## src/rtl/mult_div_unit_pkg.sv

```systemverilog
// mult_div_unit_pkg: shared op encodings, FSM state encoding and default
// width for the iterative multiply/divide unit.
package mult_div_unit_pkg;

  localparam int MDU_WIDTH = 32;
  localparam int MDU_CNT_W = 6;

  localparam logic [1:0] OP_MULTU = 2'b00;
  localparam logic [1:0] OP_MULT  = 2'b01;
  localparam logic [1:0] OP_DIVU  = 2'b10;
  localparam logic [1:0] OP_DIV   = 2'b11;

  typedef enum logic [1:0] {
    ST_IDLE = 2'b00,
    ST_RUN  = 2'b01,
    ST_FIX  = 2'b10,
    ST_DONE = 2'b11
  } mdu_state_e;

  // Bit 0 of the op code selects the signed flavour, bit 1 selects divide.
  function automatic logic op_is_signed(input logic [1:0] op_v);
    return op_v[0];
  endfunction

  function automatic logic op_is_div(input logic [1:0] op_v);
    return op_v[1];
  endfunction

endpackage

```

## src/rtl/mdu_sign_fix.sv

```systemverilog
// mdu_sign_fix: combinational sign handling for the multiply/divide unit.
// On entry it turns raw operands into magnitudes; in FIX it negates the
// product / quotient and gives the remainder the dividend's sign.
module mdu_sign_fix #(
  parameter int WIDTH = 32
) (
  input  logic                 signed_i,
  input  logic [WIDTH-1:0]     rs_i,
  input  logic [WIDTH-1:0]     rt_i,
  output logic [WIDTH-1:0]     rs_mag_o,
  output logic [WIDTH-1:0]     rt_mag_o,
  output logic                 rs_neg_o,
  output logic                 rt_neg_o,
  input  logic                 is_div_i,
  input  logic                 neg_res_i,
  input  logic                 neg_rem_i,
  input  logic [2*WIDTH-1:0]   acc_i,
  output logic [2*WIDTH-1:0]   res_o
);

  logic [WIDTH-1:0] rem_s;
  logic [WIDTH-1:0] quot_s;

  // Entry: operand sign bits and two's-complement magnitudes.
  always_comb begin
    rs_neg_o = signed_i & rs_i[WIDTH-1];
    rt_neg_o = signed_i & rt_i[WIDTH-1];
    if (rs_neg_o) begin
      rs_mag_o = ~rs_i + WIDTH'(1);
    end else begin
      rs_mag_o = rs_i;
    end
    if (rt_neg_o) begin
      rt_mag_o = ~rt_i + WIDTH'(1);
    end else begin
      rt_mag_o = rt_i;
    end
  end

  // Exit: sign correction of the unsigned iteration result.
  always_comb begin
    rem_s  = acc_i[2*WIDTH-1:WIDTH];
    quot_s = acc_i[WIDTH-1:0];
    if (is_div_i) begin
      if (neg_rem_i) begin
        res_o[2*WIDTH-1:WIDTH] = ~rem_s + WIDTH'(1);
      end else begin
        res_o[2*WIDTH-1:WIDTH] = rem_s;
      end
      if (neg_res_i) begin
        res_o[WIDTH-1:0] = ~quot_s + WIDTH'(1);
      end else begin
        res_o[WIDTH-1:0] = quot_s;
      end
    end else begin
      if (neg_res_i) begin
        res_o = ~acc_i + (2*WIDTH)'(1);
      end else begin
        res_o = acc_i;
      end
    end
  end

endmodule

```

## src/rtl/mult_div_unit.sv

```systemverilog
// mult_div_unit: iterative MIPS MULT/MULTU/DIV/DIVU unit with HI/LO.
// One shift-add or restoring-divide step per clock over WIDTH clocks,
// followed by a sign-fix cycle and a one-cycle DONE pulse.
// Optional macro MDU_HILO_WRITE_EN adds MTHI/MTLO write ports.
module mult_div_unit
  import mult_div_unit_pkg::*;
#(
  parameter int WIDTH = MDU_WIDTH,
  parameter int CNT_W = MDU_CNT_W
) (
  input  logic             clk,
  input  logic             rst_n,
  input  logic             start,
  input  logic [1:0]       op,
  input  logic [WIDTH-1:0] rs_data,
  input  logic [WIDTH-1:0] rt_data,
`ifdef MDU_HILO_WRITE_EN
  input  logic             hilo_we,
  input  logic             hilo_sel,
  input  logic [WIDTH-1:0] hilo_wdata,
`endif
  output logic             busy,
  output logic             done,
  output logic             div_zero,
  output logic [WIDTH-1:0] hi,
  output logic [WIDTH-1:0] lo
);

  mdu_state_e           state_q;
  logic [CNT_W-1:0]     cnt_q;
  logic                 busy_q;
  logic                 done_q;
  logic                 div_zero_q;
  logic [WIDTH-1:0]     hi_q;
  logic [WIDTH-1:0]     lo_q;
  // acc_q: multiply = {partial product, multiplier}; divide = {remainder, dividend/quotient}
  logic [2*WIDTH-1:0]   acc_q;
  logic [WIDTH-1:0]     opd_q;     // multiplicand or divisor magnitude
  logic [WIDTH-1:0]     rs_raw_q;  // unmodified dividend for divide-by-zero
  logic                 is_div_q;
  logic                 neg_res_q;
  logic                 neg_rem_q;
  logic                 dz_q;

  logic [WIDTH-1:0]     rs_mag_s;
  logic [WIDTH-1:0]     rt_mag_s;
  logic                 rs_neg_s;
  logic                 rt_neg_s;
  logic [2*WIDTH-1:0]   res_s;
  logic [WIDTH:0]       mul_sum_s;
  logic [WIDTH:0]       div_shift_s;
  logic [WIDTH:0]       div_trial_s;
  logic [2*WIDTH-1:0]   step_s;

  mdu_sign_fix #(.WIDTH(WIDTH)) u_sign_fix (
    .signed_i  (op_is_signed(op)),
    .rs_i      (rs_data),
    .rt_i      (rt_data),
    .rs_mag_o  (rs_mag_s),
    .rt_mag_o  (rt_mag_s),
    .rs_neg_o  (rs_neg_s),
    .rt_neg_o  (rt_neg_s),
    .is_div_i  (is_div_q),
    .neg_res_i (neg_res_q),
    .neg_rem_i (neg_rem_q),
    .acc_i     (acc_q),
    .res_o     (res_s)
  );

  // One datapath iteration: shift-add for multiply, restoring step for divide.
  always_comb begin
    if (acc_q[0]) begin
      mul_sum_s = {1'b0, acc_q[2*WIDTH-1:WIDTH]} + {1'b0, opd_q};
    end else begin
      mul_sum_s = {1'b0, acc_q[2*WIDTH-1:WIDTH]};
    end
    div_shift_s = acc_q[2*WIDTH-1:WIDTH-1];
    div_trial_s = div_shift_s - {1'b0, opd_q};
    if (is_div_q) begin
      if (!div_trial_s[WIDTH]) begin
        step_s = {div_trial_s[WIDTH-1:0], acc_q[WIDTH-2:0], 1'b1};
      end else begin
        step_s = {div_shift_s[WIDTH-1:0], acc_q[WIDTH-2:0], 1'b0};
      end
    end else begin
      step_s = {mul_sum_s, acc_q[WIDTH-1:1]};
    end
  end

  // Control FSM with registered busy/done/div_zero and HI/LO.
  always_ff @(posedge clk) begin
    if (!rst_n) begin
      state_q    <= ST_IDLE;
      cnt_q      <= '0;
      busy_q     <= 1'b0;
      done_q     <= 1'b0;
      div_zero_q <= 1'b0;
      hi_q       <= '0;
      lo_q       <= '0;
      acc_q      <= '0;
      opd_q      <= '0;
      rs_raw_q   <= '0;
      is_div_q   <= 1'b0;
      neg_res_q  <= 1'b0;
      neg_rem_q  <= 1'b0;
      dz_q       <= 1'b0;
    end else begin
      done_q <= 1'b0;
      case (state_q)
        ST_IDLE: begin
`ifdef MDU_HILO_WRITE_EN
          if (hilo_we) begin
            if (hilo_sel) begin
              hi_q <= hilo_wdata;
            end else begin
              lo_q <= hilo_wdata;
            end
          end
`endif
          if (start) begin
            is_div_q   <= op_is_div(op);
            neg_res_q  <= rs_neg_s ^ rt_neg_s;
            neg_rem_q  <= rs_neg_s;
            dz_q       <= op_is_div(op) && (rt_data == '0);
            rs_raw_q   <= rs_data;
            div_zero_q <= 1'b0;
            cnt_q      <= '0;
            busy_q     <= 1'b1;
            state_q    <= ST_RUN;
            if (op_is_div(op)) begin
              opd_q <= rt_mag_s;
              acc_q <= {{WIDTH{1'b0}}, rs_mag_s};
            end else begin
              opd_q <= rs_mag_s;
              acc_q <= {{WIDTH{1'b0}}, rt_mag_s};
            end
          end
        end
        ST_RUN: begin
          acc_q <= step_s;
          cnt_q <= cnt_q + CNT_W'(1);
          if (cnt_q == CNT_W'(WIDTH - 1)) begin
            state_q <= ST_FIX;
          end
        end
        ST_FIX: begin
          if (dz_q) begin
            hi_q       <= rs_raw_q;
            lo_q       <= {WIDTH{1'b1}};
            div_zero_q <= 1'b1;
          end else begin
            hi_q <= res_s[2*WIDTH-1:WIDTH];
            lo_q <= res_s[WIDTH-1:0];
          end
          busy_q  <= 1'b0;
          done_q  <= 1'b1;
          state_q <= ST_DONE;
        end
        ST_DONE: begin
          state_q <= ST_IDLE;
        end
        default: begin
          state_q <= ST_IDLE;
          busy_q  <= 1'b0;
        end
      endcase
    end
  end

  assign busy     = busy_q;
  assign done     = done_q;
  assign div_zero = div_zero_q;
  assign hi       = hi_q;
  assign lo       = lo_q;

endmodule

```

## config.mk

```make
export PLATFORM = sky130hd
export DESIGN_NAME = mult_div_unit
export DESIGN_NICKNAME = d
export VERILOG_FILES = /design/src/rtl/mult_div_unit_pkg.sv /design/src/rtl/mdu_sign_fix.sv /design/src/rtl/mult_div_unit.sv
export SDC_FILE = /design/constraint.sdc
export NUM_CORES = 1
export LEC_CHECK = 0
export BUFFER_PORTS_ARGS = -buffer_cell sky130_fd_sc_hd__clkbuf_2
export CORE_MARGIN = 3
export CORE_UTILIZATION = 45
export CTS_CLUSTER_DIAMETER = 40
export DETAILED_ROUTE_END_ITERATION = 10
export GPL_TIMING_DRIVEN = 0
export PLACE_DENSITY = 0.64
export REMOVE_ABC_BUFFERS = 1
export SYNTH_ARGS = -nofsm -noshare
export SYNTH_HDL_FRONTEND = slang
export SYNTH_SLANG_ARGS = --single-unit
```

## constraint.sdc

```tcl
create_clock -name clk -period 4.5 [get_ports clk]
set_clock_uncertainty 0.05 [all_clocks]
set_input_delay 0.225 -clock clk [delete_from_list [all_inputs] [get_ports clk]]
set_output_delay 0.225 -clock clk [all_outputs]
set_load 0.05 [all_outputs]
```

==> metrics.md <==
| Metric | Value |
|---|---|
| Initial antenna violation count | `0` |
| Largest net degree at the start of global routing | `96` |
| Initial core utilization | `0.459` |
| Syn avg cell area | `7.44 um2` |
| Commonest non-fill, non-tap cell in the layout | `nand2_1` |
| WS Path Type | `flop to flop` |
| IO Count | `136` |
| Final net count | `2341` |
| Post-Place Worst Slack | `-0.117 ns` |
| # diodes | `0` |
| Root buffer cell | `clkbuf_16` |
| Min Tclk post-route | `4.30 ns` |
| Drt pass-1 iters | `6` |
| Vias in the first global route | `15147` |
| Share of layout cells above drive strength 1 | `0.124` |
| Cell area after synthesis | `15900 um2` |
| EDFF count, synth | `0` |
| Congestion Overflow GR | `0` |
| Most frequent cells in the layout | `nand2_1 (275), a21oi_1 (233), dfxtp_1 (203), nor2_1 (159), o21ai_0 (155)` |
| Die X | `194 um` |
| First-pass GRT wire length | `84100 um` |
| Core area | `34700 um2` |
| PD cells | `620 nW/um2` |
| Asr flop ratio synth | `0` |
| Seq/Total Area, Yosys | `0.260` |
| Crit end category | `flop` |
| WL final | `53800 um` |
| Crit path cell chain | `clkinvlp_4 -> ha_1 -> nand3b_1 -> or3_4 -> or3_1 -> nor4_4 -> nor3_1 -> xnor2_1 -> o21ai_0 -> mux2i_1 -> nor2b_1` |
| Worst-skew pair later-pin latency | `0.54 ns` |
| Top-area cell type share of the netlist area | `0.260` |
| Leakage | `7.59 nW` |
| Ys Warns | `0` |
| Crit-path max cell delay | `0.99 ns` |
| CP Launch Type | `flop` |
| Fin worst setup slack | `0.199 ns` |
| Slowest-stage cell, CP | `dfxtp_2` |
| IO buf count | `135` |
| GPL Wtd Cong | `0.939` |
| Finish-stage setup viols | `0` |
| Max Slew Vio Count | `0` |
| Tot GR Track Use | `0.273` |
| Prevailing post-synth register cell | `dfxtp_1` |
| Tot Pwr | `11.4 mW` |
| Die Footprint | `37700 um2` |
| Non-filler instance count after layout | `2681` |
| Synth cell types | `87` |
| DP Wirelength | `39300 um` |
| Data arrival, critical path | `4.71 ns` |
| Outcome | `finished clean` |
| DRT iter0 DRCs | `1224` |
| Via count | `16013` |
| Max VDD drop | `0.547 mV` |
| Post-layout util | `0.529` |
| Vias/cell | `5.97` |
| RSZ-0062 raised after global routing | `false` |
| Dpl cells | `2581` |
| WL/cell | `20.1 um` |
| CTS tree | `done` |
| Hold Vio Cnt, Final | `0` |
| Clock buffer depth | `3` |
| Mapped Cells | `2141` |
| Rel. slew slack | `0.191` |
| Cell Rows | `68` |
| Synth-to-Final Area Change | `15.3%` |
| DRT antenna net count | `0` |
| Die height | `194 um` |
| Top cells by area, synth | `dfxtp_1 (26%), a21oi_1 (7.4%), nand2_1 (6.5%)` |
| Worst-path clk slew | `0.05 ns` |
| Synthesis-stage register bit count | `207` |
| Inserted Clock Buffers | `36` |
| Worst Tran Pin Value | `1.21 ns` |
| MaxCap Viol Count | `0` |
| Clk sinks | `207` |
| Hold_ws | `0.0245 ns` |
| Worst-path fanout max | `33` |
| Drc violations | `0` |
| Worst path bufs/invs | `1` |
| Worst Path Required | `4.91 ns` |
| Crit-path leading delay family | `simple AND/OR/NAND/NOR gates` |
| H-tree depth | `2` |
| Post-route clock period utilization | `0.956` |
| Hold Path Class | `input port to flop` |
| Max Clock Freq | `232 MHz` |
| Top cell type by total area after synthesis | `dfxtp_1` |
metrics by stage:
stage	instance area [um2]	setup TNS (ns)
after floorplan	15200	-13.67
after global placement	16500	-190.94
after detailed placement	16800	-1.37
after CTS	18300	0
after global routing	18400	0
final	18400	0
state kept, by name, indices dropped and copies added, names as in the netlist:
register   count
acc_q         64
busy           1
cnt_q          6
div_zero       1
done           1
dz_q           1
hi            32
is_div_q       1
lo            32
neg_rem_q      1
neg_res_q      1
opd_q         32
rs_raw_q      32
state_q        2
cell families after synthesis:
logic type / Yosys count / share of synthesized area
multiplexers: 80 / 0.0524
XOR/XNOR: 174 / 0.0957
flip-flops: 207 / 0.260
AND/OR/NAND/NOR: 667 / 0.193
adder cells (fa/ha/maj): 74 / 0.0591
buffers and inverters: 234 / 0.0598
AO/OA/AOI/OAI: 705 / 0.279
final timing paths:
kind | start | depth (start not counted) | slack, ns | end
worst min-delay path | op[0] | 3 | 0.02 | neg_res_q
worst min register to register | rs_raw_q[11] | 2 | 0.41 | rs_raw_q[11]
worst max-delay path | acc_q[0] | 11 | 0.20 | hi[14]
worst max register to register | acc_q[0] | 11 | 0.20 | hi[14]
repair_timing:
item                                   in CTS  in global routing
gates resized for setup                     1                  0
cloned                                      0                  1
pin swaps                                   1                  0
hold buffers                               32                  0
buffers inserted                            1                  0
setup endpoints to repair                  26                  9
endpoints found under the hold margin      32                  0
power breakdown:
part / switching, mW / internal [mW]
logic: 3.59 / 1.99
clock network: 1.05 / 1.78
registers: 0.658 / 2.31
total: 5.30 / 6.08
layer usage:
metal	vias up	GRT usage	wire, um
met5	-	0	0
met4	0	0.0840	1430
met3	81	0.0419	3580
met2	560	0.422	24100
met1	7589	0.392	24700
li1	7783	-	-
worst reg2reg max path, stage by stage (launching register included):
cell	delay, ns
dfxtp_2	0.99
clkinvlp_4	0.79
ha_1	0.51
nand3b_1	0.27
or3_4	0.22
or3_1	0.32
nor4_4	0.11
nor3_1	0.20
xnor2_1	0.08
o21ai_0	0.43
mux2i_1	0.15
nor2b_1	0.13
final cells by class:
class | count | area [um2]
fillers | 3341 | 16400
multi-input cells | 1700 | 10900
flip-flops and latches | 207 | 4150
repair buffers | 179 | 1240
clock buffers | 40 | 947
well taps | 455 | 569
clock inverters | 26 | 284
inverters | 73 | 280
repair inverters | 1 | 5.00
cells in the mapped netlist, drive strengths merged (8+ instances only):
| cell type | number |
|---|---|
| a32o | 15 |
| a21oi | 236 |
| nor2b | 30 |
| or4 | 8 |
| o21ai | 164 |
| nand4 | 14 |
| nor3 | 51 |
| ha | 72 |
| mux2i | 53 |
| dfxtp | 207 |
| xnor2 | 84 |
| nand3b | 10 |
| o31ai | 31 |
| mux2 | 27 |
| nor4 | 17 |
| o21bai | 15 |
| nand2 | 276 |
| xor2 | 90 |
| a211oi | 51 |
| o211ai | 51 |
| or3 | 18 |
| nand2b | 14 |
| nor2 | 160 |
| a22oi | 8 |
| inv | 72 |
| buf | 30 |
| or2 | 9 |
| a31oi | 15 |
| and3 | 8 |
| a21o | 32 |
| nand3 | 24 |
| and2 | 15 |
| clkbuf | 131 |
| o41ai | 13 |
| o211a | 12 |
Note: power is estimated with default switching activity, not from simulation.
